## config.mk

```make
export PLATFORM = sky130hd
export DESIGN_NAME = umi_arbiter_wrr_flat
export DESIGN_NICKNAME = d
export VERILOG_FILES = /design/src/rtl/umi_arbiter_wrr_if.sv /design/src/rtl/umi_arbiter_wrr.sv /design/src/flat_wrapper.sv
export SDC_FILE = /design/constraint.sdc
export NUM_CORES = 1
export LEC_CHECK = 0
export ABC_AREA = 1
export CAP_MARGIN = 20
export CORE_MARGIN = 3
export CORE_UTILIZATION = 43
export DETAILED_ROUTE_END_ITERATION = 12
export PLACE_DENSITY = 0.68
export SLEW_MARGIN = 20
export SYNTH_ARGS = -nofsm -noshare
export SYNTH_HDL_FRONTEND = slang
export SYNTH_SLANG_ARGS = --single-unit
```

## constraint.sdc

```tcl
create_clock -name clk -period 6.8 [get_ports clk]
set_input_delay 1.02 -clock clk [delete_from_list [all_inputs] [get_ports clk]]
set_output_delay 1.02 -clock clk [all_outputs]
set_load 0.01 [all_outputs]
```

## src/rtl/umi_arbiter_wrr_if.sv

```systemverilog
// Request/grant bundle between requesters and the weighted round-robin arbiter.
// master = requester side, slave = arbiter side.
interface umi_arbiter_wrr_if #(
  parameter int N  = 4,
  parameter int WW = 4
) ();
  logic [1:0]      mode;
  logic [N-1:0]    mask;
  logic [N*WW-1:0] weights;
  logic [N-1:0]    requests;
  logic [N-1:0]    last;
  logic            ready;
  logic [N-1:0]    grants;
  logic            locked;

  modport master (
    output mode, mask, weights, requests, last, ready,
    input  grants, locked
  );

  modport slave (
    input  mode, mask, weights, requests, last, ready,
    output grants, locked
  );
endinterface

```

## src/rtl/umi_arbiter_wrr.sv

```systemverilog
// Fixed / round-robin / weighted round-robin packet arbiter with multi-beat lock.
// Zero-cycle request-to-grant; ptr/credit/lock only advance on beats accepted with ready.
module umi_arbiter_wrr #(
  parameter int N      = 4,
  parameter int WW     = 4,
  parameter     TARGET = "DEFAULT"
) (
  input  logic              clk,
  input  logic              nreset,
  umi_arbiter_wrr_if.slave  io
);
  localparam int PW = (N > 1) ? $clog2(N) : 1;

  typedef enum logic {ST_IDLE, ST_LOCK} state_t;

  state_t        r_state;
  state_t        w_state_nxt;
  logic [PW-1:0] r_ptr;
  logic [WW-1:0] r_credit;
  logic [N-1:0]  r_lock_vec;

  logic [N-1:0]  w_cand;
  logic [N-1:0]  w_arb;
  logic [N-1:0]  w_grants;
  logic [PW-1:0] w_idx;
  logic          w_found;
  logic          w_rr_mode;
  logic [PW-1:0] w_win;
  logic [PW-1:0] w_win_inc;
  logic          w_last;
  logic          w_xfer;
  logic [WW-1:0] w_wfield;
  logic [WW:0]   w_eff;
  logic [WW-1:0] w_cred_base;
  logic [WW:0]   w_cred_inc;
  logic          w_quota_done;

  assign w_cand    = io.requests & ~io.mask;
  assign w_rr_mode = (io.mode == 2'b01) || (io.mode == 2'b10);

  // Scan from ptr in the rotating modes, from index 0 otherwise.
  always_comb begin
    w_arb   = '0;
    w_found = 1'b0;
    w_idx   = '0;
    for (int k = 0; k < N; k++) begin
      if (w_rr_mode) w_idx = PW'((int'(r_ptr) + k) % N);
      else           w_idx = PW'(k);
      if (!w_found && w_cand[w_idx]) begin
        w_arb[w_idx] = 1'b1;
        w_found      = 1'b1;
      end
    end
  end

  assign w_grants = !nreset ? '0 :
                    (r_state == ST_LOCK) ? (r_lock_vec & io.requests) : w_arb;

  always_comb begin
    w_win = '0;
    for (int i = 0; i < N; i++) begin
      if (w_grants[i]) w_win = PW'(i);
    end
  end

  assign w_win_inc = (int'(w_win) == N - 1) ? '0 : w_win + 1'b1;
  assign w_last    = io.last[w_win];
  assign w_xfer    = (|(w_grants & io.requests)) && io.ready;

  // Quota compare at WW+1 bits; a zero weight field counts as one packet.
  assign w_wfield     = io.weights[int'(w_win)*WW +: WW];
  assign w_eff        = (w_wfield == '0) ? (WW+1)'(1) : {1'b0, w_wfield};
  assign w_cred_base  = (w_win == r_ptr) ? r_credit : '0;
  assign w_cred_inc   = {1'b0, w_cred_base} + (WW+1)'(1);
  assign w_quota_done = (w_cred_inc >= w_eff);

  always_ff @(posedge clk or negedge nreset) begin
    if (!nreset) r_state <= ST_IDLE;
    else         r_state <= w_state_nxt;
  end

  always_comb begin
    w_state_nxt = r_state;
    case (r_state)
      ST_IDLE: if (w_xfer && !w_last) w_state_nxt = ST_LOCK;
      ST_LOCK: if (w_xfer && w_last)  w_state_nxt = ST_IDLE;
      default: w_state_nxt = ST_IDLE;
    endcase
  end

  always_comb begin
    io.locked = (r_state == ST_LOCK);
  end

  always_ff @(posedge clk or negedge nreset) begin
    if (!nreset) begin
      r_ptr      <= '0;
      r_credit   <= '0;
      r_lock_vec <= '0;
    end else if (w_xfer) begin
      if (w_last) begin
        r_lock_vec <= '0;
        if (N > 1) begin
          if (io.mode == 2'b01) begin
            r_ptr <= w_win_inc;
          end else if (io.mode == 2'b10) begin
            if (w_quota_done) begin
              r_ptr    <= w_win_inc;
              r_credit <= '0;
            end else begin
              r_ptr    <= w_win;
              r_credit <= w_cred_inc[WW-1:0];
            end
          end
        end
      end else if (r_state == ST_IDLE) begin
        r_lock_vec <= w_grants;
      end
    end
  end

  // Identical on every target today; the split keeps a place for target-specific staging.
  if (TARGET == "SIM") begin : g_tgt_sim
    assign io.grants = w_grants;
  end else begin : g_tgt_impl
    assign io.grants = w_grants;
  end
endmodule

```

## src/flat_wrapper.sv

```systemverilog
// flat-port wrapper written by rule: the top's interface ports become plain ports
module umi_arbiter_wrr_flat 
#(
  parameter int N      = 4,
  parameter int WW     = 4,
  parameter     TARGET = "       "
)
  (clk, nreset, io_mode, io_mask, io_weights, io_requests, io_last, io_ready, io_grants, io_locked);
  umi_arbiter_wrr_if #(.N(N), .WW(WW)) io_i ();
  input  logic clk;
  input  logic nreset;
  input wire logic [$bits(io_i.mode)-1:0] io_mode;
  input wire logic [$bits(io_i.mask)-1:0] io_mask;
  input wire logic [$bits(io_i.weights)-1:0] io_weights;
  input wire logic [$bits(io_i.requests)-1:0] io_requests;
  input wire logic [$bits(io_i.last)-1:0] io_last;
  input wire logic [$bits(io_i.ready)-1:0] io_ready;
  output wire logic [$bits(io_i.grants)-1:0] io_grants;
  output wire logic [$bits(io_i.locked)-1:0] io_locked;
  assign io_i.mode = io_mode;
  assign io_i.mask = io_mask;
  assign io_i.weights = io_weights;
  assign io_i.requests = io_requests;
  assign io_i.last = io_last;
  assign io_i.ready = io_ready;
  assign io_grants = io_i.grants;
  assign io_locked = io_i.locked;
  umi_arbiter_wrr #(.N(N), .WW(WW), .TARGET(TARGET)) u_core (.clk(clk), .nreset(nreset), .io(io_i));
endmodule
```

==> results of run 1 <==
[cell type report]
type,count,share of cell area [%]
Tap cell,44,2.85
Multi-Input combinational cell,191,53.5
Timing Repair Buffer,37,19.2
Inverter,45,8.87
Sequential cell,11,14.2
Clock buffer,4,1.36
[sequential cells by signal (all words and copies together) (netlist names), named ones only]
name / flops
u_core.r_ptr: 2
u_core.r_credit: 4
u_core.r_lock_vec: 4
[logic make-up (layout without fill, tap and decap cells)]
group / after synthesis / in the layout / synth area share, %
and+or+nand+nor: 149 / 149 / 49.0
xor gates and xnor gates: 2 / 2 / 1.17
buffers and inverters: 47 / 86 / 12.7
DFF: 11 / 11 / 18.3
adders and majority gates: 7 / 7 / 5.84
AOI/OAI and AO/OA: 33 / 33 / 13.0
[layer usage]
metal | part of all wire, % | GRT usage [%]
met4 | 0.26 | 4.66
met2 | 39 | 25.0
met1 | 55 | 33.5
met3 | 6.0 | 1.56
met5 | 0 | 0
[cells in the mapped netlist (3+ instances only)]
| cell | count |
|---|---|
| nand2_2 | 12 |
| inv_2 | 4 |
| nand2_4 | 3 |
| ha_1 | 7 |
| nor2_4 | 3 |
| o21ai_1 | 5 |
| dfrtp_1 | 11 |
| nor2_1 | 18 |
| nand4_1 | 7 |
| inv_1 | 40 |
| nand3_1 | 25 |
| o21ai_0 | 8 |
| a21oi_1 | 8 |
| o22ai_1 | 5 |
| nand2_1 | 74 |
[where the power goes]
group | leakage [nW] | switching [W] | internal, W
registers | 0.143 | 0.0000323 | 0.0000916
clock network | 0.0150 | 0.0000201 | 0.0000227
logic | 0.866 | 0.000317 | 0.000203
[worst min-delay path by stage]
stage                                          end
floorplan           u_core.r_credit[0]$_DFFE_PN0P_
global placement    u_core.r_credit[0]$_DFFE_PN0P_
detailed placement  u_core.r_credit[0]$_DFFE_PN0P_
CTS                 u_core.r_credit[0]$_DFFE_PN0P_
global route        u_core.r_credit[0]$_DFFE_PN0P_
finish              u_core.r_credit[0]$_DFFE_PN0P_
[critical path, stage by stage]
cell and delay (ns):
clkdlybuf4s50_1 0.48, inv_1 0.05, ha_1 0.37, inv_2 0.13, nand2_4 0.09, nand2_2 0.12, nand2_2 0.07, nand2_1 0.08
nand2_2 0.11, nor2_4 0.16, nand3_1 0.09, nand4_1 0.09, nand2_1 0.24, nand2_1 0.21, nand2_1 0.08, nand2_2 0.10
nand3_4 0.09, nor2_1 0.17, ha_1 0.29, ha_1 0.29, o21ai_0 0.07, nand2_1 0.07, a21o_1 0.15, a21oi_1 0.26
nand2_1 0.11, nor2_2 0.15, nand2_1 0.06, o21ai_1 0.09
[metrics by stage]
step / setup slack [ns] / area (um^2)
floorplan: 2.54 / 1500
global placement: 1.51 / 1910
detailed placement: 1.45 / 1910
CTS: 1.73 / 1930
global route: 1.28 / 1930
finish: 1.71 / 1930
==> results.json, run 1 <==
{
  "synth_area_leaders": "nand2_1 19%, dfrtp_1 18%, inv_1 10%, nand3_1 8.3%, ha_1 5.8%",
  "tns_ns": 0,
  "min_period_over_period_pct": 74.9,
  "ios": 38,
  "crit_path_end_kind": "flip-flop",
  "routedWlPerCell_um": 11.6,
  "die_h_um": 65.1,
  "final-setup-viol-count": 0,
  "cts_tree": "yes",
  "rsz0062_at_grt": "no",
  "dr.pass1.iters": 4,
  "path_class": "primary input to flip-flop",
  "numCtsBuffers": 3,
  "period_minus_slack_ns": 5.09,
  "vias": 1635,
  "synth_warnings": 0,
  "overflow": 0,
  "holdCritStartpoint": "u_core.r_credit[0]$_DFFE_PN0P_",
  "antenna_cells": 0,
  "ys_seq_area_share_pct": 18.3,
  "synth.net_count": 289,
  "hold_ws_ns": 0.503,
  "final_cell_mix": "74 x nand2_1, 40 x inv_1, 37 x clkdlybuf4s50_1",
  "synth_top_area_share_pct": 18.5,
  "first_global_vias": 1437,
  "synth_top_area_cell": "nand2_1",
  "mostFrequentLayoutCell": "nand2_1",
  "multi_input_area_um2": 1030,
  "timing.critical_path.from": "io_mode[0]",
  "clockBufferDepth": 2,
  "nNetsFinal": 329,
  "ant_nets": 0,
  "grt_first_pass_wirelength_um": 6690,
  "cap_violations": 0,
  "dieArea_um2": 4230,
  "synth_area_um2": 1500,
  "cp.required_ns": 6.98,
  "cp_data_arrival_time_ns": 5.28,
  "via_per_inst": 4.92,
  "coreArea_um2": 3180,
  "reg2regPathDepth": 24,
  "rows": 20,
  "hold_path_depth": 2,
  "r2r_end": "u_core.r_credit[1]$_DFFE_PN0P_",
  "crit_end": "u_core.r_credit[1]$_DFFE_PN0P_",
  "relSlewSlack_pct": 61.8,
  "fin_util_pct": 60.8,
  "power_density_nw_per_um2": 355,
  "drv_slew": 0,
  "cts_resized": 0,
  "final-seq-area_um2": 275,
  "clock_sinks": 11,
  "start_util_pct": 47.2,
  "ys_types": 30,
  "cp_max_fo": 11,
  "drt_iter0_markers": 151,
  "syn_to_final_growth_pct": 28.9,
  "clk_latency_ns": 0.26,
  "fmax_ghz": 0.196,
  "crit_path_start_kind": "primary input",
  "wirelength_um": 3840,
  "drive_above_1_share_pct": 11.5,
  "grt_antenna_before_repair": 0,
  "io_buffer_count": 37,
  "cts_root_buf": "clkbuf_4",
  "synthFlopType": "dfrtp_1",
  "syn-instance-count": 249,
  "ctsHtreeMaxLevel": 1,
  "drc": 0,
  "gp_congestion": 0.892,
  "synth-edff-count": 0,
  "clk_pin_slew_ns": 0.07,
  "p_leak_nw": 1.02,
  "die_w_um": 65.1,
  "fin_worst_skew_ns": 0.00351,
  "dp_hpwl_um": 3180,
  "finalPower_w": 0.000686,
  "nFillCells": 318,
  "postCtsHoldBufs": 0,
  "place_inst": 328,
  "avgSynthCellArea_um2": 6.02,
  "async_reset_ff_share_pct": 100,
  "cts_setup_buffers": 0,
  "max_slew.worst_pin.slew_ns": 0.571,
  "reg2reg_slack_ns": 2.78,
  "grt_start_max_net_pins": 14,
  "reg2reg_from": "u_core.r_ptr[0]$_DFFE_PN0P_",
  "holdCritPathClass": "flip-flop to flip-flop",
  "status": "finished clean",
  "instances_no_fill": 332,
  "hold_viol": 0,
  "ir_drop_mv": 0.239,
  "grtUsageTotal_pct": 19.5,
  "synth-seq-cells": 11
}
No activity file was read; power rests on OpenSTA's default activity.
==> inputs of run 2 (changes only) <==
- clock period: 6.8 -> 5 ns (I/O delays scaled with it)
==> run 2 against run 1 <==
Net effect:
- register-to-register slack worse by 1.6 ns
- setup slack lost 1.3 ns
- wire length is 5.2% higher
- sequential cell count did not move
- global-route usage is 0.64 points higher
- critical path depth unchanged
- combinational power up 44%
- clock-buffer cell count is the same
- first-iteration DRC count decreased by 23%
- clock skew about the same
- sequential power increased by 39%
- hold slack gained 0.025 ns
==> results.json, run 2 (same netlist as run 1, synthesis figures left out) <==
{
  "relSlewSlack_pct": 70.7,
  "ir_drop_mv": 0.366,
  "vias": 1641,
  "nNetsFinal": 333,
  "holdCritStartpoint": "u_core.r_credit[0]$_DFFE_PN0P_",
  "hold_ws_ns": 0.528,
  "holdCritPathClass": "flip-flop to flip-flop",
  "cp.required_ns": 5.20,
  "drt_iter0_markers": 117,
  "die_w_um": 65.1,
  "reg2regPathDepth": 24,
  "die_h_um": 65.1,
  "io_buffer_count": 37,
  "grtUsageTotal_pct": 20.2,
  "fin_worst_skew_ns": 0.00309,
  "worstHoldEndpoint": "u_core.r_credit[0]$_DFFE_PN0P_",
  "rsz0062_at_grt": "no",
  "cap_violations": 0,
  "gp_congestion": 0.875,
  "fmax_ghz": 0.217,
  "hold_viol": 0,
  "dr.pass1.iters": 4,
  "start_util_pct": 47.2,
  "cts_setup_buffers": 0,
  "numCtsBuffers": 3,
  "reg2reg_from": "u_core.r_ptr[0]$_DFFE_PN0P_",
  "cp_max_fo": 7,
  "swShare_pct": 53.8,
  "power.share.clock_pct": 6.0,
  "crit_path_start_kind": "primary input",
  "status": "finished clean",
  "grt_antenna_before_repair": 0,
  "multi_input_area_um2": 1050,
  "crit_path_end_kind": "flip-flop",
  "post-place-ws_ns": -0.0983,
  "coreArea_um2": 3180,
  "routedWlPerCell_um": 12.0,
  "drive_above_1_share_pct": 14.0,
  "p_leak_nw": 1.04,
  "ctsHtreeMaxLevel": 1,
  "rows": 20,
  "setup_ws_ns": 0.385,
  "grt_first_pass_wirelength_um": 7010,
  "dp_hpwl_um": 3400,
  "reg2reg_slack_ns": 1.18,
  "final_cell_mix": "73 x nand2_1, 40 x inv_1, 37 x clkdlybuf4s50_1",
  "antenna_cells": 0,
  "dpl_cell_area_um2": 1940,
  "instances_no_fill": 336,
  "cts_root_buf": "clkbuf_4",
  "dieArea_um2": 4230,
  "clock_sinks": 11,
  "internal-power_w": 0.000453,
  "overflow": 0,
  "cp_data_arrival_time_ns": 4.82,
  "pwr-share-seq_pct": 17.5,
  "drv_slew": 0,
  "pwr-share-comb_pct": 76.5,
  "cts_tree": "yes",
  "hold_path_depth": 2,
  "drc": 0,
  "finalPower_w": 0.000980,
  "via_per_inst": 4.88,
  "clockBufferDepth": 2,
  "clk_latency_ns": 0.26,
  "clk_pin_slew_ns": 0.07,
  "syn_to_final_growth_pct": 31.9,
  "power_density_nw_per_um2": 495,
  "p_switching_w": 0.000527,
  "final-seq-area_um2": 275,
  "fin_area_um2": 1980,
  "max_slew.worst_pin.slew_ns": 0.439,
  "wirelength_um": 4040,
  "first_global_vias": 1550,
  "path_class": "primary input to flip-flop",
  "nFillCells": 329,
  "min_period_over_period_pct": 92.3,
  "ios": 38,
  "mostFrequentLayoutCell": "nand2_1",
  "ant_nets": 0,
  "reg.largest.list": "u_core.r_credit (4), u_core.r_lock_vec (4), u_core.r_ptr (2)",
  "period_minus_slack_ns": 4.61,
  "r2r_end": "u_core.r_credit[0]$_DFFE_PN0P_",
  "place_inst": 332,
  "grt_start_max_net_pins": 13,
  "final-setup-viol-count": 0
}
run 2: worst max path at each step:
stage / end / from / slack (ns)
finish: u_core.r_credit[0]$_DFFE_PN0P_ / io_mode[0] / 0.39
global route: u_core.r_credit[0]$_DFFE_PN0P_ / io_mode[0] / 0.004
floorplan: u_core.r_credit[2]$_DFFE_PN0P_ / io_mode[0] / 1.01
global placement: u_core.r_credit[0]$_DFFE_PN0P_ / io_mode[0] / -0.04
detailed placement: u_core.r_credit[0]$_DFFE_PN0P_ / io_mode[0] / -0.1
CTS: u_core.r_credit[0]$_DFFE_PN0P_ / io_mode[0] / 0.16
run 2: critical path, stage by stage:
cell and delay (ns):
clkdlybuf4s50_1 0.48, inv_1 0.05, ha_1 0.36, inv_2 0.13, nand2_2 0.11, nand2_2 0.10, nand2_2 0.06, nand2_1 0.08
nand2_2 0.11, nor2_4 0.17, nand3_1 0.10, nand4_1 0.15, nand2_2 0.15, nand2_1 0.14, nand2_1 0.07, nand2_2 0.10
nand3_4 0.10, nor2_2 0.14, ha_1 0.28, ha_1 0.30, o21ai_0 0.07, nand2_1 0.07, a21o_1 0.16, a21oi_2 0.19
nand2_1 0.09, nor2_2 0.14, o21ai_1 0.09, nand2_1 0.07
run 2: area by class of cell:
class                      count  share of cell area (%)
timing repair buffer          41                    20.2
tap                           44                    2.78
inverter                      45                    8.66
clock buffer                   4                    1.33
multi-input combinational    191                    53.1
sequential                    11                    13.9
run 2: per-layer routing:
layer | up-vias | wire length (um) | track usage, %
li1 | 887 | - | -
met1 | 723 | 2190 | 30.9
met2 | 29 | 1700 | 32.1
met3 | 2 | 130 | 1.04
met5 | - | 0 | 0
met4 | 0 | 10 | 2.33
run 2: stage by stage:
| stage | setup TNS, ns | util (%) |
|---|---|---|
| 6_report | 0 | 62.3 |
| 5_1_grt | 0 | 62.3 |
| 4_1_cts | 0 | 61.8 |
| 3_5_place_dp | -0.383 | 60.9 |
| 3_3_place_gp | -0.0911 | 60.9 |
| 2_1_floorplan | 0 | - |
run 2: power by group through the flow:
| stage | Sequential [W] | Combinational, W | Clock (W) |
|---|---|---|---|
| after global placement | 0.000172 | 0.000728 | 0 |
| after detailed placement | 0.000173 | 0.000729 | 0 |
| after floorplan | 0.000153 | 0.000555 | 0 |
| after global routing | 0.000177 | 0.000853 | 0.0000634 |
| final | 0.000172 | 0.000750 | 0.0000590 |
| after CTS | 0.000171 | 0.000732 | 0.0000610 |
run 2: timing repair:
| item | in CTS | in global routing |
|---|---|---|
| hold buffers | 0 | 0 |
| endpoints found under the setup margin | 0 | 6 |
| resized for setup | 0 | 4 |
